--- src/rtl/dds_ctrl_pkg.sv ---
`default_nettype none
// ============================================================================
// Module      : dds_ctrl_pkg
// Description : Shared types and constants for the DDS sequencer: FSM state
//               encoding, table select codes and the idle FIFO address.
// Revision    : 1.0 - initial release
// ============================================================================
package dds_ctrl_pkg;

   // Sequencer states, explicitly encoded.
   typedef enum logic [1:0] {
      CLEAR = 2'd0,
      LOAD  = 2'd1,
      READY = 2'd2,
      RUN   = 2'd3
   } state_t;

   // Table select codes carried on s_cfg_sel; code 3 is illegal.
   localparam logic [1:0] THETAS = 2'd0;
   localparam logic [1:0] DELTAS = 2'd1;
   localparam logic [1:0] AMPLS  = 2'd2;

   // Address that selects no FIFO, so nothing shifts inside the dds.
   localparam logic [8:0] DDS_IDLE_ADDR = 9'h1FF;

endpackage : dds_ctrl_pkg
`default_nettype wire

--- src/rtl/dds_slot_pipe.sv ---
`default_nettype none
// ============================================================================
// Module      : dds_slot_pipe
// Description : DEPTH-deep delay line of {valid, slot index}. Tracks which
//               tone slot is entering the dds accumulator. i_flush clears
//               every in-flight valid bit synchronously. DEPTH must be >= 1.
// Revision    : 1.0 - initial release
// ============================================================================
module dds_slot_pipe #(
   parameter int SLOT_W = 3,
   parameter int DEPTH  = 3
) (
   input  logic              clk,
   input  logic              a_rst_n,
   input  logic              i_flush,
   input  logic              i_valid,
   input  logic [SLOT_W-1:0] i_slot,
   output logic              o_valid,
   output logic [SLOT_W-1:0] o_slot
);

   logic [DEPTH-1:0]  r_valid;
   logic [SLOT_W-1:0] r_slot [DEPTH];

   // Shift the slot tags one stage per cycle; flush kills everything in flight.
   always_ff @(posedge clk or negedge a_rst_n) begin
      if (!a_rst_n) begin
         r_valid <= '0;
         for (int i = 0; i < DEPTH; i++) begin
            r_slot[i] <= '0;
         end
      end else if (i_flush) begin
         r_valid <= '0;
      end else begin
         r_valid[0] <= i_valid;
         r_slot[0]  <= i_slot;
         for (int i = 1; i < DEPTH; i++) begin
            r_valid[i] <= r_valid[i-1];
            r_slot[i]  <= r_slot[i-1];
         end
      end
   end

   assign o_valid = r_valid[DEPTH-1];
   assign o_slot  = r_slot[DEPTH-1];

endmodule : dds_slot_pipe
`default_nettype wire

--- src/rtl/dds_ctrl.sv ---
`default_nettype none
// ============================================================================
// Module      : dds_ctrl
// Description : Sequencer for the multi-tone dds datapath. Loads the theta,
//               delta and ampl circulating FIFOs from a valid/ready config
//               stream, runs the dds, frames the accumulator every N_TONES
//               cycles and captures each completed frame sum.
//               Optional build macro DDS_CTRL_FRAME_CNT_EN adds o_frame_cnt,
//               a 32-bit count of o_sample_valid strobes.
// Revision    : 1.0 - initial release
// ============================================================================
module dds_ctrl
   import dds_ctrl_pkg::*;
#(
   parameter int SIG_WIDTH = 16,
   parameter int N_TONES   = 8,
   parameter int PIPE_LAT  = 3
) (
   input  logic                 clk,
   input  logic                 a_rst_n,
   input  logic                 s_cfg_valid,
   output logic                 s_cfg_ready,
   input  logic [1:0]           s_cfg_sel,
   input  logic [SIG_WIDTH-1:0] s_cfg_data,
   input  logic                 i_start,
   input  logic                 i_stop,
   input  logic                 i_clear,
   output logic                 o_dds_rst,
   output logic                 o_dds_start,
   output logic [8:0]           o_dds_addrs,
   output logic [SIG_WIDTH-1:0] o_dds_fifo_data,
   output logic                 o_acc_clr,
   input  logic [SIG_WIDTH-1:0] i_dds_signal,
   output logic [SIG_WIDTH-1:0] o_sample,
   output logic                 o_sample_valid,
   output logic                 o_busy,
   output logic                 o_cfg_err
`ifdef DDS_CTRL_FRAME_CNT_EN
   ,
   output logic [31:0]          o_frame_cnt
`endif
);

   localparam int CNT_W  = $clog2(N_TONES + 1);
   localparam int SLOT_W = $clog2(N_TONES);

   state_t            r_state;
   state_t            w_next_state;
   logic [CNT_W-1:0]  r_cnt [3];
   logic [2:0]        w_full;
   logic              w_all_full;
   logic              w_sel_full;
   logic              w_accept;
   logic              w_write;
   logic              w_bad_beat;
   logic [SLOT_W-1:0] r_slot;
   logic [SLOT_W-1:0] w_slot_nxt;
   logic              w_issue_nxt;
   logic              w_pipe_valid;
   logic [SLOT_W-1:0] w_pipe_slot;
   logic              w_frame_start;
   logic              r_frame_seen;

   for (genvar g = 0; g < 3; g++) begin : g_full
      assign w_full[g] = (r_cnt[g] == CNT_W'(N_TONES));
   end
   assign w_all_full = &w_full;

   // Ready is the registered LOAD state and per-table full flags, muxed by the
   // live select so a full table back-pressures only its own beats.
   always_comb begin
      w_sel_full = 1'b0;
      case (s_cfg_sel)
         THETAS:  w_sel_full = w_full[0];
         DELTAS:  w_sel_full = w_full[1];
         AMPLS:   w_sel_full = w_full[2];
         default: w_sel_full = 1'b0;
      endcase
   end

   assign s_cfg_ready = (r_state == LOAD) && !w_sel_full;
   assign w_accept    = s_cfg_valid && s_cfg_ready;
   // A clear in the same cycle discards the beat.
   assign w_write     = w_accept && (s_cfg_sel != 2'd3) && (w_next_state == LOAD);
   assign w_bad_beat  = w_accept && (s_cfg_sel == 2'd3);

   // Next-state logic; clear beats stop, stop beats start.
   always_comb begin
      w_next_state = r_state;
      if (i_clear) begin
         w_next_state = CLEAR;
      end else begin
         case (r_state)
            CLEAR: w_next_state = LOAD;
            LOAD:  if (w_all_full) w_next_state = READY;
            READY: begin
               if (i_stop)       w_next_state = CLEAR;
               else if (i_start) w_next_state = RUN;
            end
            RUN:   if (i_stop) w_next_state = CLEAR;
            default: w_next_state = CLEAR;
         endcase
      end
   end

   // Slot index the dds FIFO head will present next cycle.
   assign w_issue_nxt = (w_next_state == RUN);
   always_comb begin
      w_slot_nxt = '0;
      if (w_issue_nxt && (r_state == RUN)) begin
         w_slot_nxt = (r_slot == SLOT_W'(N_TONES - 1)) ? '0 : r_slot + SLOT_W'(1);
      end
   end

   // The pipe is fed next-cycle issue info, so its last stage lines up with
   // the cycle before a product reaches the accumulator; that lets the frame
   // strobes below be plain registers.
   dds_slot_pipe #(
      .SLOT_W (SLOT_W),
      .DEPTH  (PIPE_LAT)
   ) u_slot_pipe (
      .clk     (clk),
      .a_rst_n (a_rst_n),
      .i_flush (!w_issue_nxt),
      .i_valid (w_issue_nxt),
      .i_slot  (w_slot_nxt),
      .o_valid (w_pipe_valid),
      .o_slot  (w_pipe_slot)
   );

   assign w_frame_start = w_issue_nxt && w_pipe_valid && (w_pipe_slot == '0);

   // State register plus the state-derived control outputs.
   always_ff @(posedge clk or negedge a_rst_n) begin
      if (!a_rst_n) begin
         r_state     <= CLEAR;
         o_dds_rst   <= 1'b1;
         o_dds_start <= 1'b0;
         o_busy      <= 1'b0;
         r_slot      <= '0;
      end else begin
         r_state     <= w_next_state;
         o_dds_rst   <= (w_next_state == CLEAR);
         o_dds_start <= w_issue_nxt;
         o_busy      <= w_issue_nxt;
         r_slot      <= w_slot_nxt;
      end
   end

   // Table writes: present each accepted beat to the dds and count it.
   always_ff @(posedge clk or negedge a_rst_n) begin
      if (!a_rst_n) begin
         o_dds_addrs     <= DDS_IDLE_ADDR;
         o_dds_fifo_data <= '0;
         o_cfg_err       <= 1'b0;
         for (int i = 0; i < 3; i++) begin
            r_cnt[i] <= '0;
         end
      end else begin
         if (w_write) begin
            o_dds_addrs     <= {7'd0, s_cfg_sel};
            o_dds_fifo_data <= s_cfg_data;
         end else begin
            o_dds_addrs     <= DDS_IDLE_ADDR;
         end
         if (w_next_state == CLEAR) begin
            o_cfg_err <= 1'b0;
         end else if (w_bad_beat) begin
            o_cfg_err <= 1'b1;
         end
         for (int i = 0; i < 3; i++) begin
            if (w_next_state == CLEAR) begin
               r_cnt[i] <= '0;
            end else if (w_write && (s_cfg_sel == 2'(i))) begin
               r_cnt[i] <= r_cnt[i] + CNT_W'(1);
            end
         end
      end
   end

   // Frame strobes and sample capture; the first frame of a run has no
   // complete predecessor, so it clears the accumulator without a sample.
   always_ff @(posedge clk or negedge a_rst_n) begin
      if (!a_rst_n) begin
         o_acc_clr      <= 1'b0;
         o_sample_valid <= 1'b0;
         o_sample       <= '0;
         r_frame_seen   <= 1'b0;
      end else begin
         o_acc_clr      <= w_frame_start;
         o_sample_valid <= w_frame_start && r_frame_seen;
         if (w_frame_start && r_frame_seen) begin
            o_sample <= i_dds_signal;
         end
         r_frame_seen   <= w_issue_nxt && (r_frame_seen || w_frame_start);
      end
   end

`ifdef DDS_CTRL_FRAME_CNT_EN
   // Count delivered samples; wraps naturally at 2^32.
   always_ff @(posedge clk or negedge a_rst_n) begin
      if (!a_rst_n) begin
         o_frame_cnt <= '0;
      end else if (w_next_state == CLEAR) begin
         o_frame_cnt <= '0;
      end else if (w_frame_start && r_frame_seen) begin
         o_frame_cnt <= o_frame_cnt + 32'd1;
      end
   end
`endif

endmodule : dds_ctrl
`default_nettype wire

--- config.mk ---
export PLATFORM = sky130hd
export DESIGN_NAME = dds_ctrl
export DESIGN_NICKNAME = d
export VERILOG_FILES = /design/src/rtl/dds_ctrl_pkg.sv /design/src/rtl/dds_slot_pipe.sv /design/src/rtl/dds_ctrl.sv
export SDC_FILE = /design/constraint.sdc
export NUM_CORES = 1
export LEC_CHECK = 0
export ABC_AREA = 1
export BUFFER_PORTS_ARGS = -buffer_cell sky130_fd_sc_hd__buf_2
export CORE_MARGIN = 1
export CORE_UTILIZATION = 52
export DETAILED_ROUTE_END_ITERATION = 10
export PLACE_DENSITY_LB_ADDON = 0.08
export SLEW_MARGIN = 20
export SYNTH_ARGS = -nofsm -noshare
export SYNTH_HDL_FRONTEND = slang
export SYNTH_SLANG_ARGS = --single-unit
--- constraint.sdc ---
create_clock -name clk -period 2.3 [get_ports clk]
set_clock_uncertainty 0.15 [all_clocks]
set_input_delay 0.345 -clock clk [delete_from_list [all_inputs] [get_ports clk]]
set_output_delay 0.345 -clock clk [all_outputs]
set_load 0.005 [all_outputs]
==> impl_metrics.xml <==
<?xml version="1.0" encoding="UTF-8"?>
<metrics>
  <group name="status">
    <metric name="result_of_the_run" unit="">completed</metric>
  </group>
  <group name="critical_path">
    <metric name="cp-end-kind" unit="">flop</metric>
    <metric name="cpLargestDelayFamily" unit="">simple AND/OR/NAND/NOR gates</metric>
    <metric name="cp_data_arrival_time" unit="ns">2.21</metric>
    <metric name="endpoint" unit="">r_cnt[10]</metric>
    <metric name="critical_path_peak_fanout" unit="">7</metric>
    <metric name="largest_incremental_delay_on_the_critical_path" unit="ns">0.39</metric>
    <metric name="stages_on_worst_setup_path" unit="">12</metric>
    <metric name="slowest_stage" unit="">sky130_fd_sc_hd__dfrtp_1</metric>
    <metric name="critical_path_buf_inv_count" unit="">2</metric>
    <metric name="timing.rr.start" unit="">r_cnt[0]</metric>
    <metric name="timing.critical_path.mode_cell" unit="">sky130_fd_sc_hd__nand2_1</metric>
    <metric name="critPathLaunch" unit="">r_cnt[0]</metric>
    <metric name="path_class" unit="">reg -&gt; reg</metric>
    <metric name="cp-start-kind" unit="">flop</metric>
    <metric name="r2r_cells" unit="">12</metric>
    <metric name="worst_path_cell_chain" unit="">inv_1, ha_1, nand2_1, nor2_4, nand2_1, nand4_1, nor2_2, nand2_1, nor2_4, buf_4, nand4_1, nand2_1</metric>
    <metric name="crit_required" unit="ns">2.41</metric>
    <metric name="worstReg2RegEnd" unit="">r_cnt[10]</metric>
    <metric name="register_to_register_path_setup_slack" unit="ns">0.20</metric>
  </group>
  <group name="layout">
    <metric name="mostFrequentLayoutCell" unit="">sky130_fd_sc_hd__nand2_1</metric>
    <metric name="post_route_cells_drive_above_1_share" unit="%">35.5</metric>
    <metric name="most-common-layout-cells" unit="">sky130_fd_sc_hd__nand2_1 (103), sky130_fd_sc_hd__buf_2 (87), sky130_fd_sc_hd__dfrtp_1 (65)</metric>
    <metric name="synthToLayoutAreaGrowth" unit="%">24.7</metric>
    <metric name="final.fill_count" unit="">501</metric>
    <metric name="final_area" unit="µm²">3960</metric>
    <metric name="antennaDiodeCount" unit="">0</metric>
    <metric name="layout.nets" unit="">480</metric>
  </group>
  <group name="global_route">
    <metric name="grt_start_max_net_pins" unit="">70</metric>
    <metric name="grt-ovfl-total" unit="">0</metric>
    <metric name="antenna_violations_before_repair" unit="">0</metric>
    <metric name="grt_usage" unit="%">20.0</metric>
    <metric name="grt_first_pass_wirelength" unit="µm">9820</metric>
    <metric name="vias_in_the_first_global_route" unit="">2225</metric>
  </group>
  <group name="timing">
    <metric name="grt_setup_unrepaired" unit="">no</metric>
    <metric name="layout_worst_path_cycle_share" unit="%">91.3</metric>
    <metric name="hold_viol_final" unit="">0</metric>
    <metric name="finalSetupViolations" unit="">0</metric>
    <metric name="report.final.slew_viol_count" unit="">0</metric>
    <metric name="tightest_slew" unit="ns">0.391</metric>
    <metric name="final.setup.tns" unit="ns">0</metric>
    <metric name="layout_setup_ws" unit="ns">0.201</metric>
    <metric name="max_slew_margin" unit="%">73.8</metric>
    <metric name="fin_crit" unit="ns">2.10</metric>
    <metric name="peak_clock_frequency_supported_by_timing" unit="GHz">0.476</metric>
  </group>
  <group name="cts">
    <metric name="cts_tree" unit="">done</metric>
    <metric name="cts_htree_levels" unit="">3</metric>
    <metric name="insertion_delay" unit="ns">0.33</metric>
    <metric name="worst_setup_hold_path_clk_slew" unit="ns">0.08</metric>
    <metric name="cts_sinks" unit="">69</metric>
    <metric name="clockRootBuffer" unit="">sky130_fd_sc_hd__clkbuf_8</metric>
    <metric name="max-clock-path-buffers" unit="">2</metric>
    <metric name="tritoncts.num_buffers" unit="">9</metric>
  </group>
  <group name="drt">
    <metric name="drt_wl_total" unit="µm">5920</metric>
    <metric name="drt_pre_antenna_iters" unit="">6</metric>
    <metric name="detailroute.via_count" unit="">2442</metric>
    <metric name="detail_route.iter0.violations" unit="">108</metric>
    <metric name="drt.antenna.violating_nets" unit="">0</metric>
    <metric name="remaining_drc_errors" unit="">0</metric>
    <metric name="via_count_normalized_by_instance_count" unit="">4.77</metric>
    <metric name="wl_per_cell" unit="µm">11.6</metric>
  </group>
  <group name="power">
    <metric name="vdd.ir_drop.worst" unit="mV">0.372</metric>
    <metric name="total_power" unit="mW">2.85</metric>
    <metric name="power_density" unit="nW/µm²">720</metric>
    <metric name="leakage" unit="nW">2.24</metric>
  </group>
  <group name="hold_path">
    <metric name="hold_path.class" unit="">in -&gt; reg</metric>
  </group>
  <group name="synthesis">
    <metric name="synth.net_count" unit="">388</metric>
    <metric name="synth.area.top_cells" unit="">sky130_fd_sc_hd__dfrtp_1 (51%), sky130_fd_sc_hd__nand2_1 (12%), sky130_fd_sc_hd__o21ai_2 (5.2%)</metric>
    <metric name="ys_warn_count" unit="">0</metric>
    <metric name="yosys.area.top_type" unit="">sky130_fd_sc_hd__dfrtp_1</metric>
    <metric name="seq_area_frac_synth" unit="%">54.5</metric>
    <metric name="yosys.cell_types.count" unit="">29</metric>
    <metric name="netlist_instances" unit="">340</metric>
    <metric name="syn_area" unit="µm²">3180</metric>
    <metric name="synth-seq-cells" unit="">69</metric>
    <metric name="synth.top_cell.area_share" unit="%">51.2</metric>
    <metric name="synthesized_area_divided_by_synthesized_cell_count" unit="µm²">9.34</metric>
  </group>
  <group name="place">
    <metric name="gp_routability_congestion" unit="">0.826</metric>
    <metric name="placement.io_buffers" unit="">87</metric>
    <metric name="dp_slack" unit="ns">0.0524</metric>
    <metric name="placedInstanceArea" unit="µm²">3660</metric>
    <metric name="dp_hpwl" unit="µm">4090</metric>
  </group>
  <group name="floorplanning">
    <metric name="die_height" unit="µm">80.2</metric>
    <metric name="core_area" unit="µm²">5920</metric>
    <metric name="floorplan.io_pins" unit="">88</metric>
    <metric name="die-width" unit="µm">80.2</metric>
    <metric name="fp.dieArea" unit="µm²">6430</metric>
    <metric name="effective_utilization_at_floorplan" unit="%">53.7</metric>
    <metric name="row_count" unit="">28</metric>
  </group>
  <group name="flow_run">
    <metric name="maxCapViolCount" unit="">0</metric>
  </group>
</metrics>
-- sequential cells by signal, summed over array words and instances, names as in the netlist --
signal               cells
u_slot_pipe.r_valid      3
o_dds_rst                1
u_slot_pipe.r_slot       6
o_cfg_err                1
o_sample_valid           1
o_acc_clr                1
r_cnt                   12
o_sample                16
u_slot_pipe.o_slot       3
o_dds_fifo_data         16
r_state                  2
r_frame_seen             1
o_dds_addrs              3
r_slot                   3
-- worst register-to-register path: cells and delay by family (launching register included) --
kind	cells	cell delay, ns
and+or+nand+nor	9	1.04
buffers and inverters	2	0.26
DFF	1	0.39
adders and majority gates	1	0.20
-- final cells by class --
class                           instances  area (µm²)  area share, %
Tap cell                               75        93.8           2.37
Timing Repair Buffer                   99         573           14.5
Sequential cell                        69        1730           43.7
Clock buffer                           10         128           3.22
Inverter                               46         178           4.48
Clock inverter                          6         134           3.38
Multi-Input combinational cell        207        1120           28.4
-- per-stage QoR --
stage / hold WS [ns] / utilization [%] / cells
floorplan: -0.101 / - / 340
global placement: 0.248 / 61.8 / 493
detailed placement: 0.242 / 61.8 / 493
CTS: 0.0449 / 66.4 / 510
global route: 0.0456 / 66.9 / 512
finish: 0.0510 / 66.9 / 512
-- synthesized netlist by cell type --
master / instances
sky130_fd_sc_hd__a21oi_1: 1
sky130_fd_sc_hd__or2_2: 1
sky130_fd_sc_hd__o21ai_0: 2
sky130_fd_sc_hd__nand3_4: 1
sky130_fd_sc_hd__inv_2: 2
sky130_fd_sc_hd__nand4_1: 13
sky130_fd_sc_hd__ha_1: 8
sky130_fd_sc_hd__o22ai_1: 3
sky130_fd_sc_hd__nand3_2: 1
sky130_fd_sc_hd__dfrtp_1: 65
sky130_fd_sc_hd__inv_4: 1
sky130_fd_sc_hd__nor3_1: 1
sky130_fd_sc_hd__o21bai_2: 1
sky130_fd_sc_hd__nor2_1: 12
sky130_fd_sc_hd__dfstp_2: 4
sky130_fd_sc_hd__buf_2: 3
sky130_fd_sc_hd__nand2_1: 103
sky130_fd_sc_hd__nor2_2: 7
sky130_fd_sc_hd__o21ai_2: 19
sky130_fd_sc_hd__nor2_4: 2
sky130_fd_sc_hd__clkinv_1: 1
sky130_fd_sc_hd__inv_1: 42
sky130_fd_sc_hd__buf_4: 9
sky130_fd_sc_hd__nand2_2: 3
sky130_fd_sc_hd__buf_6: 6
sky130_fd_sc_hd__xor2_1: 3
sky130_fd_sc_hd__nand3_1: 22
sky130_fd_sc_hd__nor4b_1: 1
sky130_fd_sc_hd__xnor2_1: 3
-- report_power, final --
| part | internal (mW) | switching, mW | leakage, nW |
|---|---|---|---|
| Clock | 0.833 | 0.456 | 0.131 |
| Sequential | 1.28 | 0.0337 | 0.911 |
| Combinational | 0.112 | 0.138 | 1.20 |
| Total | 2.23 | 0.627 | 2.24 |
-- layer usage --
layer	track usage [%]	vias to the layer above	routed length (µm)
li1	-	1237	-
met4	8.57	0	84
met2	32.6	66	2780
met1	26.0	1128	2820
met5	0	-	0
met3	3.86	11	243
-- how the worst min path moves through the flow --
stage / depth (start not counted) / slack, ns / endpoint / startpoint
final: 3 / 0.05 / o_dds_fifo_data[0] / s_cfg_data[0]
after global routing: 3 / 0.05 / o_dds_fifo_data[5] / s_cfg_data[5]
after CTS: 3 / 0.04 / o_dds_fifo_data[0] / s_cfg_data[0]
after detailed placement: 2 / 0.24 / u_slot_pipe.r_valid[1] / a_rst_n
after global placement: 2 / 0.25 / u_slot_pipe.o_slot[1] / a_rst_n
after floorplan: 0 / -0.10 / o_acc_clr / a_rst_n
-- what timing repair did --
item                       in CTS  in global routing
resized for setup               0                  5
setup buffers                   0                  2
setup endpoints to repair       0                 26
hold endpoints to repair       65                  0
hold buffers                    1                  0
-- cell families after synthesis --
group	count (synthesis)	synth area share, %
compound gates	26	6.66
simple gates	167	23.8
buf+inv	64	10.2
xor+xnor	6	1.65
fa+ha+maj	8	3.15
flops	69	54.5
Note: power is estimated with default switching activity, not from simulation.
